==> config.mk <==
export PLATFORM = sky130hd
export DESIGN_NAME = mem_arbiter_flat
export DESIGN_NICKNAME = d
export VERILOG_FILES = /design/src/rtl/mem_arbiter_if.sv /design/src/rtl/mem_arbiter.sv /design/src/flat_wrapper.sv
export SDC_FILE = /design/constraint.sdc
export NUM_CORES = 1
export LEC_CHECK = 0
export ABC_CLOCK_PERIOD_IN_PS = 6300
export CAP_MARGIN = 30
export CORE_AREA = 2 2 119 121
export DETAILED_ROUTE_END_ITERATION = 6
export DIE_AREA = 0 0 121 123
export PLACE_DENSITY = 0.64
export RECOVER_POWER = 25
export REMOVE_ABC_BUFFERS = 1
export SETUP_SLACK_MARGIN = 0.4
export SYNTH_ARGS = -nofsm -noshare
export SYNTH_HDL_FRONTEND = slang
export SYNTH_SLANG_ARGS = --single-unit
==> constraint.sdc <==
create_clock -name clk_i -period 6.3 [get_ports clk_i]
set_input_delay 0.945 -clock clk_i [delete_from_list [all_inputs] [get_ports clk_i]]
set_output_delay 0.945 -clock clk_i [all_outputs]
set_load 0.05 [all_outputs]
==> src/rtl/mem_arbiter_if.sv <==
// rtl/mem_arbiter_if.sv - request/response bus between one requester and one memory
//
// Purpose: carries a valid/ready request channel (addr, wdata, wmask; wmask of
// zero means read) and a zero-handshake response channel (rdata, rvalid).
// The same interface type serves the instruction port, the data port and the
// unified memory port of mem_arbiter.
//
// Signals:
//   ready   memory side accepts the request this cycle
//   valid   request valid, held with its payload until ready
//   addr    request address            (Xlen)
//   wdata   request write data         (Xlen)
//   wmask   request byte write mask    (MaskBits)
//   rdata   response data              (Xlen)
//   rvalid  response valid, one pulse per accepted request, in order
//
// Modports: master = requester side, slave = memory side.
interface mem_arbiter_if #(
  parameter int Xlen     = 32,
  parameter int MaskBits = Xlen / 8
);
  logic                ready;
  logic                valid;
  logic [Xlen-1:0]     addr;
  logic [Xlen-1:0]     wdata;
  logic [MaskBits-1:0] wmask;
  logic [Xlen-1:0]     rdata;
  logic                rvalid;

  modport master (
    output valid, addr, wdata, wmask,
    input  ready, rdata, rvalid
  );

  modport slave (
    input  valid, addr, wdata, wmask,
    output ready, rdata, rvalid
  );
endinterface

==> src/rtl/mem_arbiter.sv <==
// rtl/mem_arbiter.sv - merges instruction and data request ports onto one memory bus
//
// Purpose: round-robin arbitration between the core's instruction and data
// ports with a stalled grant held stable until the memory accepts it. An
// in-order source-ID FIFO records who issued each accepted request so every
// memory response is routed back, combinationally, to its requester.
//
// Configuration macro: MEM_ARB_DATA_PRIO_EN - when defined the data port wins
// every contention in IDLE (fixed priority); otherwise round-robin.
//
// Ports:
//   clk_i  clock
//   rst_i  asynchronous active-high reset
//   imem   slave  - instruction requester (source ID 0)
//   dmem   slave  - data requester        (source ID 1)
//   mem    master - unified memory bus
module mem_arbiter #(
  parameter int Xlen     = 32,
  parameter int MaskBits = Xlen / 8,
  parameter int Depth    = 4
) (
  input  logic          clk_i,
  input  logic          rst_i,
  mem_arbiter_if.slave  imem,
  mem_arbiter_if.slave  dmem,
  mem_arbiter_if.master mem
);
  localparam int AW = (Depth > 1) ? $clog2(Depth) : 1;

  localparam logic [0:0] ST_IDLE = 1'b0;
  localparam logic [0:0] ST_HOLD = 1'b1;

  localparam logic SRC_I = 1'b0;
  localparam logic SRC_D = 1'b1;

  logic [0:0]  state;
  logic        lock_src;
  logic        fifo_mem [Depth];
  logic [AW-1:0] wr_ptr;
  logic [AW-1:0] rd_ptr;
  logic [AW:0]   count;

`ifndef MEM_ARB_DATA_PRIO_EN
  // Port preferred on the next contention: 1 = data.
  logic        rr_pref;
`endif

  logic eligible;
  logic winner;
  logic sel_src;
  logic grant;
  logic push;
  logic pop;
  logic head;

  assign eligible = (count < (AW+1)'(Depth));

  always_comb begin
    // With a single requester the data valid alone decides the winner ID.
    winner = dmem.valid;
    if (imem.valid && dmem.valid) begin
`ifdef MEM_ARB_DATA_PRIO_EN
      winner = SRC_D;
`else
      winner = rr_pref;
`endif
    end
  end

  // HOLD never re-arbitrates; it is only entered while eligible and nothing
  // is pushed there, so it needs no eligibility term.
  assign sel_src = (state == ST_HOLD) ? lock_src : winner;
  assign grant   = !rst_i &&
                   ((state == ST_HOLD) || (eligible && (imem.valid || dmem.valid)));
  assign push    = grant && mem.ready;

  assign mem.valid = grant;
  assign mem.addr  = !grant ? '0 : (sel_src ? dmem.addr  : imem.addr);
  assign mem.wdata = !grant ? '0 : (sel_src ? dmem.wdata : imem.wdata);
  assign mem.wmask = !grant ? '0 : (sel_src ? dmem.wmask : imem.wmask);

  assign imem.ready = push && (sel_src == SRC_I);
  assign dmem.ready = push && (sel_src == SRC_D);

  // Responses with nothing outstanding are dropped.
  assign head = fifo_mem[rd_ptr];
  assign pop  = !rst_i && mem.rvalid && (count != '0);

  assign imem.rvalid = pop && (head == SRC_I);
  assign dmem.rvalid = pop && (head == SRC_D);
  assign imem.rdata  = imem.rvalid ? mem.rdata : '0;
  assign dmem.rdata  = dmem.rvalid ? mem.rdata : '0;

  always_ff @(posedge clk_i or posedge rst_i) begin
    if (rst_i) begin
      state    <= ST_IDLE;
      lock_src <= SRC_I;
      wr_ptr   <= '0;
      rd_ptr   <= '0;
      count    <= '0;
`ifndef MEM_ARB_DATA_PRIO_EN
      rr_pref  <= SRC_D;
`endif
    end else begin
      case (state)
        ST_IDLE: begin
          if (grant && !mem.ready) begin
            state    <= ST_HOLD;
            lock_src <= winner;
          end
        end
        default: begin
          if (mem.ready) state <= ST_IDLE;
        end
      endcase

      if (push) begin
        wr_ptr <= wr_ptr + AW'(1);
`ifndef MEM_ARB_DATA_PRIO_EN
        rr_pref <= ~sel_src;
`endif
      end
      if (pop) rd_ptr <= rd_ptr + AW'(1);

      case ({push, pop})
        2'b10:   count <= count + (AW+1)'(1);
        2'b01:   count <= count - (AW+1)'(1);
        default: count <= count;
      endcase
    end
  end

  // Source-ID storage needs no reset: the pointers and count define validity.
  always_ff @(posedge clk_i) begin
    if (push) fifo_mem[wr_ptr] <= sel_src;
  end

`ifndef SYNTHESIS
  a_rvalid_outstanding: assert property (
    @(posedge clk_i) disable iff (rst_i) mem.rvalid |-> (count != '0)
  ) else $warning("mem_rvalid_i with no outstanding request; response dropped");
`endif
endmodule

==> src/flat_wrapper.sv <==
// flat-port wrapper written by rule: the top's interface ports become plain ports
module mem_arbiter_flat 
#(
  parameter int Xlen     = 32,
  parameter int MaskBits = Xlen / 8,
  parameter int Depth    = 4
)
  (clk_i, rst_i, imem_valid, imem_addr, imem_wdata, imem_wmask, imem_ready, imem_rdata, imem_rvalid, dmem_valid, dmem_addr, dmem_wdata, dmem_wmask, dmem_ready, dmem_rdata, dmem_rvalid, mem_valid, mem_addr, mem_wdata, mem_wmask, mem_ready, mem_rdata, mem_rvalid);
  mem_arbiter_if #(.Xlen(Xlen), .MaskBits(MaskBits)) imem_i ();
  mem_arbiter_if #(.Xlen(Xlen), .MaskBits(MaskBits)) dmem_i ();
  mem_arbiter_if #(.Xlen(Xlen), .MaskBits(MaskBits)) mem_i ();
  input  logic clk_i;
  input  logic rst_i;
  input wire logic [$bits(imem_i.valid)-1:0] imem_valid;
  input wire logic [$bits(imem_i.addr)-1:0] imem_addr;
  input wire logic [$bits(imem_i.wdata)-1:0] imem_wdata;
  input wire logic [$bits(imem_i.wmask)-1:0] imem_wmask;
  output wire logic [$bits(imem_i.ready)-1:0] imem_ready;
  output wire logic [$bits(imem_i.rdata)-1:0] imem_rdata;
  output wire logic [$bits(imem_i.rvalid)-1:0] imem_rvalid;
  input wire logic [$bits(dmem_i.valid)-1:0] dmem_valid;
  input wire logic [$bits(dmem_i.addr)-1:0] dmem_addr;
  input wire logic [$bits(dmem_i.wdata)-1:0] dmem_wdata;
  input wire logic [$bits(dmem_i.wmask)-1:0] dmem_wmask;
  output wire logic [$bits(dmem_i.ready)-1:0] dmem_ready;
  output wire logic [$bits(dmem_i.rdata)-1:0] dmem_rdata;
  output wire logic [$bits(dmem_i.rvalid)-1:0] dmem_rvalid;
  output wire logic [$bits(mem_i.valid)-1:0] mem_valid;
  output wire logic [$bits(mem_i.addr)-1:0] mem_addr;
  output wire logic [$bits(mem_i.wdata)-1:0] mem_wdata;
  output wire logic [$bits(mem_i.wmask)-1:0] mem_wmask;
  input wire logic [$bits(mem_i.ready)-1:0] mem_ready;
  input wire logic [$bits(mem_i.rdata)-1:0] mem_rdata;
  input wire logic [$bits(mem_i.rvalid)-1:0] mem_rvalid;
  assign imem_i.valid = imem_valid;
  assign imem_i.addr = imem_addr;
  assign imem_i.wdata = imem_wdata;
  assign imem_i.wmask = imem_wmask;
  assign imem_ready = imem_i.ready;
  assign imem_rdata = imem_i.rdata;
  assign imem_rvalid = imem_i.rvalid;
  assign dmem_i.valid = dmem_valid;
  assign dmem_i.addr = dmem_addr;
  assign dmem_i.wdata = dmem_wdata;
  assign dmem_i.wmask = dmem_wmask;
  assign dmem_ready = dmem_i.ready;
  assign dmem_rdata = dmem_i.rdata;
  assign dmem_rvalid = dmem_i.rvalid;
  assign mem_valid = mem_i.valid;
  assign mem_addr = mem_i.addr;
  assign mem_wdata = mem_i.wdata;
  assign mem_wmask = mem_i.wmask;
  assign mem_i.ready = mem_ready;
  assign mem_i.rdata = mem_rdata;
  assign mem_i.rvalid = mem_rvalid;
  mem_arbiter #(.Xlen(Xlen), .MaskBits(MaskBits), .Depth(Depth)) u_core (.clk_i(clk_i), .rst_i(rst_i), .imem(imem_i), .dmem(dmem_i), .mem(mem_i));
endmodule
# Word-level counts from Yosys, hierarchy flattened
# Memories as Yosys holds them, arrays and structs flattened.
# Index checks and enable logic that the tools add are counted.
[op_classes] add_sub_neg=4 n_lt_le_gt_ge=1 eq_ne=2 muxes=16 bitwise_logic=3 n_reduce_logical=18
[op_table] operator="$mux 32" n=6
[op_table] operator="$logic_and 1x1->1" n=11
[op_table] operator="$mux 4" n=2
[op_table] operator="$mux 1" n=7
[op_table] operator="$pmux 3 s2" n=1
[op_table] operator="$add 2x1->2 const B" n=2
[op_table] operator="$add 3x1->3 const B" n=1
[op_table] operator="$lt 3x3->1 const B" n=1
[op_table] operator="$not 1->1" n=3
[op_table] operator="$reduce_bool 3->1" n=1
[op_table] operator="$sub 3x1->3 const B" n=1
[op_table] operator="$eq 2x1->1 const B" n=1
[op_table] operator="$eq 2x2->1 const B" n=1
[op_table] operator="$logic_not 1->1" n=2
[op_table] operator="$logic_or 1x1->1" n=2
[op_table] operator="$reduce_and 2->1" n=1
[op_table] operator="$reduce_bool 2->1" n=1
[word_totals] regBits=10 ram_bits=4 inputBits=174 mem_count=1
[mem_list] name="u_core.fifo_mem" depth=4 word_bits=1 rd=1 rd_ports_with_merged_regs=0 write_ports=1 line="mem_arbiter.sv:38" text="logic fifo_mem [Depth];"

# Depth between registers and ports, before layout
# Gate-level depths: netlist (run 1).
[depth] word_depth=7 ltp_mapped=9 depth_no_buf=8

# Least setup slack after synthesis (run 1)
# Ideal clock, no wire load.
[synth_path] path_kind="input port to output port" start="in rst_i" end="out imem_rdata[12]" arrival_time_ns=2.607 t_required_ns=5.355 setup_slack_ns=2.748 stages=6 path_buffers=2 cell_sequence="inv_1 -> o311a_1 -> buf_2 -> buf_2 -> nand2_1 -> nor2_1"
[synth_via] elab_chain_cells=5
[synth_rtl] item="from (decl)" line="flat_wrapper.sv:13" text="input logic rst_i;"
[synth_rtl] item="$logic_not 1->1" line="mem_arbiter.sv:87" text="assign pop = !rst_i && mem.rvalid && (count != '0);"
[synth_rtl] item="$logic_and 1x1->1 (2 in a row)" line="mem_arbiter.sv:87"
[synth_rtl] item="$logic_and 1x1->1" line="mem_arbiter.sv:89" text="assign imem.rvalid = pop && (head == SRC_I);"
[synth_rtl] item="$mux 32" line="mem_arbiter.sv:91" text="assign imem.rdata = imem.rvalid ? mem.rdata : '0;"
[synth_rtl] item="to (decl)" line="flat_wrapper.sv:19" text="output wire logic [$bits(imem_i.rdata)-1:0] imem_rdata;"
# No other way between the ends.

# Worst setup path in the final report (run 1)
[layout_path] start="in dmem_valid" end="out mem_valid"
[layout_via] elab_chain_cells=4
[layout_rtl] item="from (decl)" line="flat_wrapper.sv:21" text="input wire logic [$bits(dmem_i.valid)-1:0] dmem_valid;"
[layout_rtl] item="$logic_or 1x1->1" line="mem_arbiter.sv:74" text="((state == ST_HOLD) || (eligible && (imem.valid || dmem.valid)));"
[layout_rtl] item="$logic_and 1x1->1" line="mem_arbiter.sv:74"
[layout_rtl] item="$logic_or 1x1->1" line="mem_arbiter.sv:74"
[layout_rtl] item="$logic_and 1x1->1" line="mem_arbiter.sv:73" text="assign grant = !rst_i &&"
[layout_rtl] item="to (decl)" line="flat_wrapper.sv:28" text="output wire logic [$bits(mem_i.valid)-1:0] mem_valid;"
# No other way between the ends.

==> Flow_metrics.wiki, run 1 <==
{| class="wikitable"
! Metric !! Value
|-
| Post-Synthesis Mean Instance Area || 5.66 um^2
|-
| Antenna Cells || 0
|-
| Fin Setup TNS || 0 ps
|-
| Synthesized instance count || 398
|-
| Number of synthesized flops with an enable pin || 4
|-
| Worst Setup Start Kind || input pin
|-
| Unrepaired setup endpoints after global routing || no
|-
| Fillers || 1400
|-
| Seq cells post-synth || 14
|-
| Area of the mapped netlist || 2250 um^2
|-
| Fin crit share || 0.816
|-
| Pleak || 2.29 nW
|-
| CTS Buf Count || 3
|-
| Initial standard-cell utilization of the core || 0.166
|-
| Post-detailed-route DRC marker count || 0
|-
| Worst slew slack as a fraction of its limit || 0.0385
|-
| Area occupied by registers || 372 um^2
|-
| Remaining global-route overflow || 0
|-
| Global-route usage over all layers || 0.151
|-
| Combinational Power Share || 0.813
|-
| Synth Warn # || 0
|-
| # hold bufs at CTS || 0
|-
| Number of max-cap violations || 0
|-
| Setup skew after layout || 0.997 ps
|-
| Port Buf Inserts || 310
|-
| Routed vias/inst || 4.14
|-
| Max VDD drop || 0.118 mV
|-
| Max-slew violation count || 0
|-
| Period minus WS final || 5140 ps
|-
| Total power density per cell area || 287 nW/um^2
|-
| Net switching power || 0.912 mW
|-
| Final estimated routing congestion in global placement || 0.831
|-
| Chip Width || 121 um
|-
| Total area of multi-input combinational cells || 1620 um^2
|-
| Part of the total power dissipated in sequential elements || 0.104
|-
| Clock tree from TritonCTS || built
|-
| Maximum clock frequency || 194 MHz
|-
| Actual slew at the worst max-slew pin || 1440 ps
|-
| Initial drt markers || 108
|-
| Most used flip-flop cell after synthesis || sky130_fd_sc_hd__dfrtp_1
|-
| Wire length of the first global-routing pass || 18.0 mm
|-
| Required time reported for the critical path endpoint || 5350 ps
|-
| Area added between synthesis and finish || 143%
|-
| Full die area || 14900 um^2
|-
| Routed wirelength normalized by instance count || 14.0 um
|-
| Final Core Density || 0.403
|-
| Worst setup EP type || primary output
|-
| Number of sinks driven by the clock tree || 14
|-
| Clock power frac || 0.083
|-
| Placeable Area || 13600 um^2
|-
| Clock transition at the registers of the reported paths || 40 ps
|-
| Routed Antenna Nets || 0
|-
| Finish-stage setup viols || 0
|-
| Switching power share of the total || 0.581
|-
| Critical Path Most Common Cell || sky130_fd_sc_hd__dlygate4sd3_1
|-
| I/O pin count || 311
|-
| Unique cell type count in the Yosys netlist || 31
|-
| CP Cell Sequence || dlygate4sd3_1, o21ba_1, o21ai_0, clkbuf_1, inv_1, dlygate4sd3_1
|-
| Post-cts repair resize count || 0
|-
| Hold/Removal Path Class || reg -> reg
|-
| Maximum clock insertion buffer count || 2
|-
| Cell at the root of the clock tree || sky130_fd_sc_hd__clkbuf_16
|-
| Internal portion of total power || 0.659 mW
|-
| Arrival time worst endpoint || 4200 ps
|-
| Vertical die dimension || 123 um
|-
| Outcome || finished, final reports clean
|-
| Hold violation total from the final report || 0
|-
| Area share of the leading cell type in the synthesized netlist || 0.285
|-
| Layout cells sized above 1 || 0.0191
|-
| Largest fanout of any net on the critical path || 29
|-
| Post-Route WL || 12.0 mm
|-
| Part of the Yosys area used for sequential elements || 0.165
|-
| Vias post-DR || 3558
|-
| Number of global-route vias before repair || 3405
|-
| Insertion delay of the later-clocked pin in the worst-skew pair || 240 ps
|-
| Antenna violations before repair || 0
|-
| Ys async rst share || 0.714
|-
| Post-layout nets || 861
|-
| Number of H-tree branching levels || 1
|-
| CP peak stage delay || 1070 ps
|-
| Maximum number of pins on one net before global-route repair || 74
|-
| CP max stage cell || sky130_fd_sc_hd__clkbuf_1
|-
| Cell type contributing the most total cell area after synthesis || sky130_fd_sc_hd__nand2_1
|-
| # Post-CTS Setup Buffers || 0
|-
| Commonest non-fill, non-tap cell in the layout || sky130_fd_sc_hd__clkdlybuf4s50_1
|-
| CP Class || in -> out
|-
| Largest cells by area after synthesis || sky130_fd_sc_hd__nand2_1 28%, sky130_fd_sc_hd__a21oi_1 16%, sky130_fd_sc_hd__and3_1 10%, sky130_fd_sc_hd__dfrtp_1 10%, sky130_fd_sc_hd__nor2_1 6.0%
|-
| HPWL reported at the end of detailed placement || 9.71 mm
|-
| Most frequent cells in the layout || 295 x sky130_fd_sc_hd__clkdlybuf4s50_1, 171 x sky130_fd_sc_hd__nand2_1, 70 x sky130_fd_sc_hd__a21oi_1, 36 x sky130_fd_sc_hd__nor2_1, 36 x sky130_fd_sc_hd__and3_1
|-
| Standard-cell row count || 43
|-
| Initial DRT Pass Iterations || 4
|}
## metal layers
metal  vias to the layer above  track usage  part of all wire
li1                       1848            -                 -
met1                      1490        0.171              0.38
met2                       202        0.272              0.49
met3                        18       0.0401              0.10
met4                         0       0.0516             0.030
met5                         -            0                 0
## power groups by stage
| stage | clock network, mW | logic, mW | registers, mW |
|---|---|---|---|
| 6_report | 0.131 | 1.28 | 0.163 |
| 5_1_grt | 0.139 | 1.37 | 0.168 |
| 4_1_cts | 0.133 | 1.30 | 0.164 |
| 3_5_place_dp | 0 | 1.29 | 0.165 |
| 3_3_place_gp | 0 | 1.29 | 0.164 |
| 2_1_floorplan | 0 | 0.815 | 0.156 |
## kinds of logic after synthesis
family          count (synthesis)  synth area share
xor+xnor                        6            0.0233
compound gates                 77             0.181
mux                             3            0.0194
buf+inv                        44             0.116
flops                          14             0.165
simple gates                  248             0.458
fa+ha+maj                       6            0.0366
## state kept, by name, summed over array words and instances, names as in the netlist
register	cells
u_core.state	1
u_core.fifo_mem	4
u_core.count	3
u_core.lock_src	1
u_core.rd_ptr	2
u_core.wr_ptr	2
u_core.rr_pref	1
## metrics by stage
step	hold slack [ps]	worst slack, ps	cells	power, mW	area [um^2]
after global routing	535	901	860	1.68	5480
final	491	1160	860	1.57	5480
after detailed placement	480	1460	855	1.45	5390
after global placement	482	1440	855	1.46	5390
after CTS	488	1450	859	1.59	5480
after floorplan	453	946	362	0.971	2030
## cell type report
cell class                 instances  share of cell area
multi-input combinational        340               0.296
clock buffer                       4              0.0162
timing repair buffer             314               0.573
tap                              180              0.0411
sequential                        14              0.0678
inverter                           8             0.00594
## critical path, delay by kind of cell
| family | cells | cell delay, ps |
|---|---|---|
| buffers and inverters | 4 | 2800 |
| AOI/OAI and AO/OA | 2 | 440 |
## Yosys cell counts (2+ instances only)
library cell,count
sky130_fd_sc_hd__nor2b_1,2
sky130_fd_sc_hd__inv_1,7
sky130_fd_sc_hd__edfxtp_1,4
sky130_fd_sc_hd__buf_4,11
sky130_fd_sc_hd__nor2_1,36
sky130_fd_sc_hd__buf_2,12
sky130_fd_sc_hd__nand2_1,171
sky130_fd_sc_hd__dfrtp_1,9
sky130_fd_sc_hd__ha_1,5
sky130_fd_sc_hd__buf_6,5
sky130_fd_sc_hd__and3_1,36
sky130_fd_sc_hd__xor2_1,3
sky130_fd_sc_hd__a21oi_1,70
sky130_fd_sc_hd__xnor2_1,3
sky130_fd_sc_hd__clkbuf_1,8
## worst paths after layout
check                                                  start                           end  slack (ps)  cells past startpoint
worst max-delay path                              dmem_valid                     mem_valid        1160                      6
worst min-delay path            u_core.rd_ptr[1]$_DFFE_PP0P_  u_core.rd_ptr[1]$_DFFE_PP0P_         490                      1
worst max register to register   u_core.count[2]$_DFFE_PP0P_  u_core.fifo_mem[0]$_DFFE_PP_        3650                      5
worst min register to register  u_core.rd_ptr[1]$_DFFE_PP0P_  u_core.rd_ptr[1]$_DFFE_PP0P_         490                      1
max in group asynchronous                              rst_i    u_core.rr_pref$_DFFE_PP1P_        4790                      2
min in group asynchronous                              rst_i        u_core.state$_DFF_PP0_        1170                      2
No activity file was read; power rests on OpenSTA's default activity.
==> run 2, diff against run 1 <==
--- a/config.mk
+++ b/config.mk
@@ -5,12 +5,12 @@
 export SDC_FILE = /design/constraint.sdc
 export NUM_CORES = 1
 export LEC_CHECK = 0
-export ABC_CLOCK_PERIOD_IN_PS = 6300
+export ABC_CLOCK_PERIOD_IN_PS = 4700
 export CAP_MARGIN = 30
-export CORE_AREA = 2 2 119 121
+export CORE_AREA = 2 2 122 124
 export DETAILED_ROUTE_END_ITERATION = 6
-export DIE_AREA = 0 0 121 123
-export PLACE_DENSITY = 0.64
+export DIE_AREA = 0 0 124 126
+export PLACE_DENSITY = 0.63
 export RECOVER_POWER = 25
 export REMOVE_ABC_BUFFERS = 1
 export SETUP_SLACK_MARGIN = 0.4
==> constraint.sdc (replaced) <==
create_clock -name clk_i -period 4.7 [get_ports clk_i]
set_input_delay 0.705 -clock clk_i [delete_from_list [all_inputs] [get_ports clk_i]]
set_output_delay 0.705 -clock clk_i [all_outputs]
set_load 0.05 [all_outputs]
==> run 2 against run 1 <==
  * Die area is 5.0% higher
  * Non-clock buffer count is 2 higher
  * Final cell count is 0.70% higher
  * Power is 36% higher
  * Sequential power is 34% higher
  * Global-route usage hardly changed
  * Clock power is 34% higher
  * Sequential share of layout area hardly changed
  * Combinational power is 36% higher
  * Flip-flop and latch count stayed put
  * Via count is 1.8% higher
  * Clock skew is 2.6 ps higher
  * Largest cell class unchanged
==> Flow_metrics.wiki, run 2 (synthesis results as in run 1) <==
{| class="wikitable"
! Metric !! Value
|-
| Outcome || finished, final reports clean
|-
| Maximum clock frequency || 244 MHz
|-
| Total power density per cell area || 388 nW/um^2 (+35%)
|-
| Commonest non-fill, non-tap cell in the layout || sky130_fd_sc_hd__clkdlybuf4s50_1
|-
| Post-cts repair resize count || 0 (unchanged)
|-
| Clock tree from TritonCTS || built
|-
| Finish-stage setup viols || 0 (unchanged)
|-
| Fin crit share || 0.872
|-
| # Post-CTS Setup Buffers || 0 (unchanged)
|-
| Final Core Density || 0.383 (-0.0191)
|-
| Max FFs per register || 4 (unchanged)
|-
| Number of H-tree branching levels || 1 (unchanged)
|-
| Number of global-route vias before repair || 3382 (-0.68%)
|-
| Reg-to-reg setup timing slack || 2470 ps (-1180 ps)
|-
| Startpoint of the tightest hold check path || u_core.rd_ptr[1]$_DFFE_PP0P_
|-
| Worst slew slack as a fraction of its limit || 0.346 (+0.307)
|-
| Placeable Area || 14300 um^2 (+5.2%)
|-
| Global-route usage over all layers || 0.151 (about the same)
|-
| Insertion delay of the later-clocked pin in the worst-skew pair || 240 ps (about the same)
|-
| Period minus WS final || 4100 ps
|-
| Max-slew violation count || 0 (unchanged)
|-
| Hold violation total from the final report || 0 (unchanged)
|-
| Number of max-cap violations || 0 (unchanged)
|-
| Cell at the root of the clock tree || sky130_fd_sc_hd__clkbuf_16
|-
| Remaining global-route overflow || 0 (unchanged)
|-
| Fillers || 1509 (+7.8%)
|-
| Post-Layout Cell Count || 866 (+0.70%)
|-
| Full die area || 15600 um^2 (+5.0%)
|-
| Post-detailed-route DRC marker count || 0 (unchanged)
|-
| Maximum clock insertion buffer count || 2 (unchanged)
|-
| Antenna Cells || 0 (unchanged)
|-
| RR Endpoint || u_core.count[2]$_DFFE_PP0P_
|-
| Standard-cell row count || 44 (+2.3%)
|-
| Pleak || 2.28 nW (-0.84%)
|-
| CP Class || in -> out
|-
| I/O pin count || 311 (unchanged)
|-
| Chip Width || 124 um (+2.5%)
|-
| Post-layout nets || 863 (+0.23%)
|-
| Maximum number of pins on one net before global-route repair || 70 (-5.4%)
|-
| Routed Antenna Nets || 0 (unchanged)
|-
| Actual slew at the worst max-slew pin || 981 ps (-461 ps)
|-
| Worst Setup Start Kind || input pin
|-
| Area after detailed placement || 5440 um^2 (+0.93%)
|-
| Most frequent cells in the layout || 293 x sky130_fd_sc_hd__clkdlybuf4s50_1, 171 x sky130_fd_sc_hd__nand2_1, 70 x sky130_fd_sc_hd__a21oi_1, 36 x sky130_fd_sc_hd__nor2_1, 36 x sky130_fd_sc_hd__and3_1
|-
| Max VDD drop || 0.171 mV (+45%)
|-
| Cells on Worst Hold Path || 1 (unchanged)
|-
| Routed vias/inst || 4.18 (+1.1%)
|-
| Initial standard-cell utilization of the core || 0.158 (-0.00812)
|-
| Total power of the final layout || 2.13 mW (+36%)
|-
| Total placed cells including tap cells || 862 (+0.82%)
|-
| Largest fanout of any net on the critical path || 51 (+76%)
|-
| # hold bufs at CTS || 0 (unchanged)
|-
| Capture endpoint of the worst hold path || u_core.rd_ptr[1]$_DFFE_PP0P_
|-
| Setup skew after layout || 3.57 ps (+2.57 ps)
|-
| Design area || 5490 um^2 (+0.16%)
|-
| Layout cells sized above 1 || 0.0264 (+0.00728)
|-
| Worst setup EP type || primary output
|-
| Register with the highest flop count || u_core.fifo_mem
|-
| CTS Buf Count || 3 (unchanged)
|-
| Area added between synthesis and finish || 143%
|-
| Setup ws final || 601 ps (-555 ps)
|-
| Required time reported for the critical path endpoint || 3990 ps (-1360 ps)
|-
| Arrival time worst endpoint || 3390 ps (-810 ps)
|-
| Initial DRT Pass Iterations || 4 (unchanged)
|-
| Cell depth of the worst flop-to-flop path || 8 (+3)
|-
| Post-Route WL || 12.4 mm (+3.0%)
|-
| Hold/Removal Path Class || reg -> reg
|-
| Vertical die dimension || 126 um (+2.4%)
|-
| Clock transition at the registers of the reported paths || 40 ps (about the same)
|-
| Vias post-DR || 3623 (+1.8%)
|-
| Place WS || 735 ps (-725 ps)
|-
| Final estimated routing congestion in global placement || 0.800 (-3.7%)
|-
| Unrepaired setup endpoints after global routing || no
|-
| Routed wirelength normalized by instance count || 14.3 um (+2.3%)
|-
| HPWL reported at the end of detailed placement || 10.0 mm (+3.3%)
|-
| Initial drt markers || 75 (-31%)
|-
| Worst r2r src || u_core.count[2]$_DFFE_PP0P_
|-
| Wire length of the first global-routing pass || 18.3 mm (+1.7%)
|-
| Antenna violations before repair || 0 (unchanged)
|-
| Port Buf Inserts || 310 (unchanged)
|-
| Registers with the most flip-flops || u_core.fifo_mem (4), u_core.count (3)
|-
| Number of sinks driven by the clock tree || 14 (unchanged)
|}
-- run 2: routing by layer --
metal | vias to the layer above | GRT usage | wire length, um
li1 | 1851 | - | -
met1 | 1534 | 0.165 | 4580
met2 | 215 | 0.271 | 6050
met3 | 23 | 0.0439 | 1400
met4 | 0 | 0.0562 | 371
met5 | - | 0 | 0
-- run 2: power breakdown --
group,switching (mW),internal [mW]
sequential,0.0413,0.178
combinational,1.15,0.590
clock,0.0472,0.129
total,1.24,0.896
-- run 2: worst max-delay path by stage --
stage / startpoint / endpoint / cells past startpoint
2_1_floorplan: dmem_valid / u_core.fifo_mem[0]$_DFFE_PP_ / 4
3_3_place_gp: imem_valid / mem_wdata[13] / 8
3_5_place_dp: imem_valid / mem_wdata[13] / 8
4_1_cts: imem_valid / mem_wdata[13] / 8
5_1_grt: rst_i / imem_ready / 6
6_report: rst_i / mem_wdata[31] / 7
-- run 2: area by class of cell --
cell class,count,area [um^2],area share
Multi-Input combinational cell,340,1630,0.297
Inverter,8,32.5,0.00593
Tap cell,184,230,0.0420
Timing Repair Buffer,316,3140,0.572
Clock buffer,4,88.8,0.0162
Sequential cell,14,372,0.0677
-- run 2: critical path, stage by stage --
cell	delay, ps
sky130_fd_sc_hd__dlygate4sd3_1	570
sky130_fd_sc_hd__inv_1	80
sky130_fd_sc_hd__clkbuf_1	550
sky130_fd_sc_hd__o21ai_4	150
sky130_fd_sc_hd__buf_12	230
sky130_fd_sc_hd__a21oi_1	230
sky130_fd_sc_hd__clkdlybuf4s50_1	850
-- run 2: metrics by stage --
| step | hold slack, ps | TNS (ps) |
|---|---|---|
| after floorplan | 453 | -4530 |
| after global placement | 475 | 0 |
| after detailed placement | 491 | 0 |
| after CTS | 498 | 0 |
| after global routing | 519 | 0 |
| final | 494 | 0 |
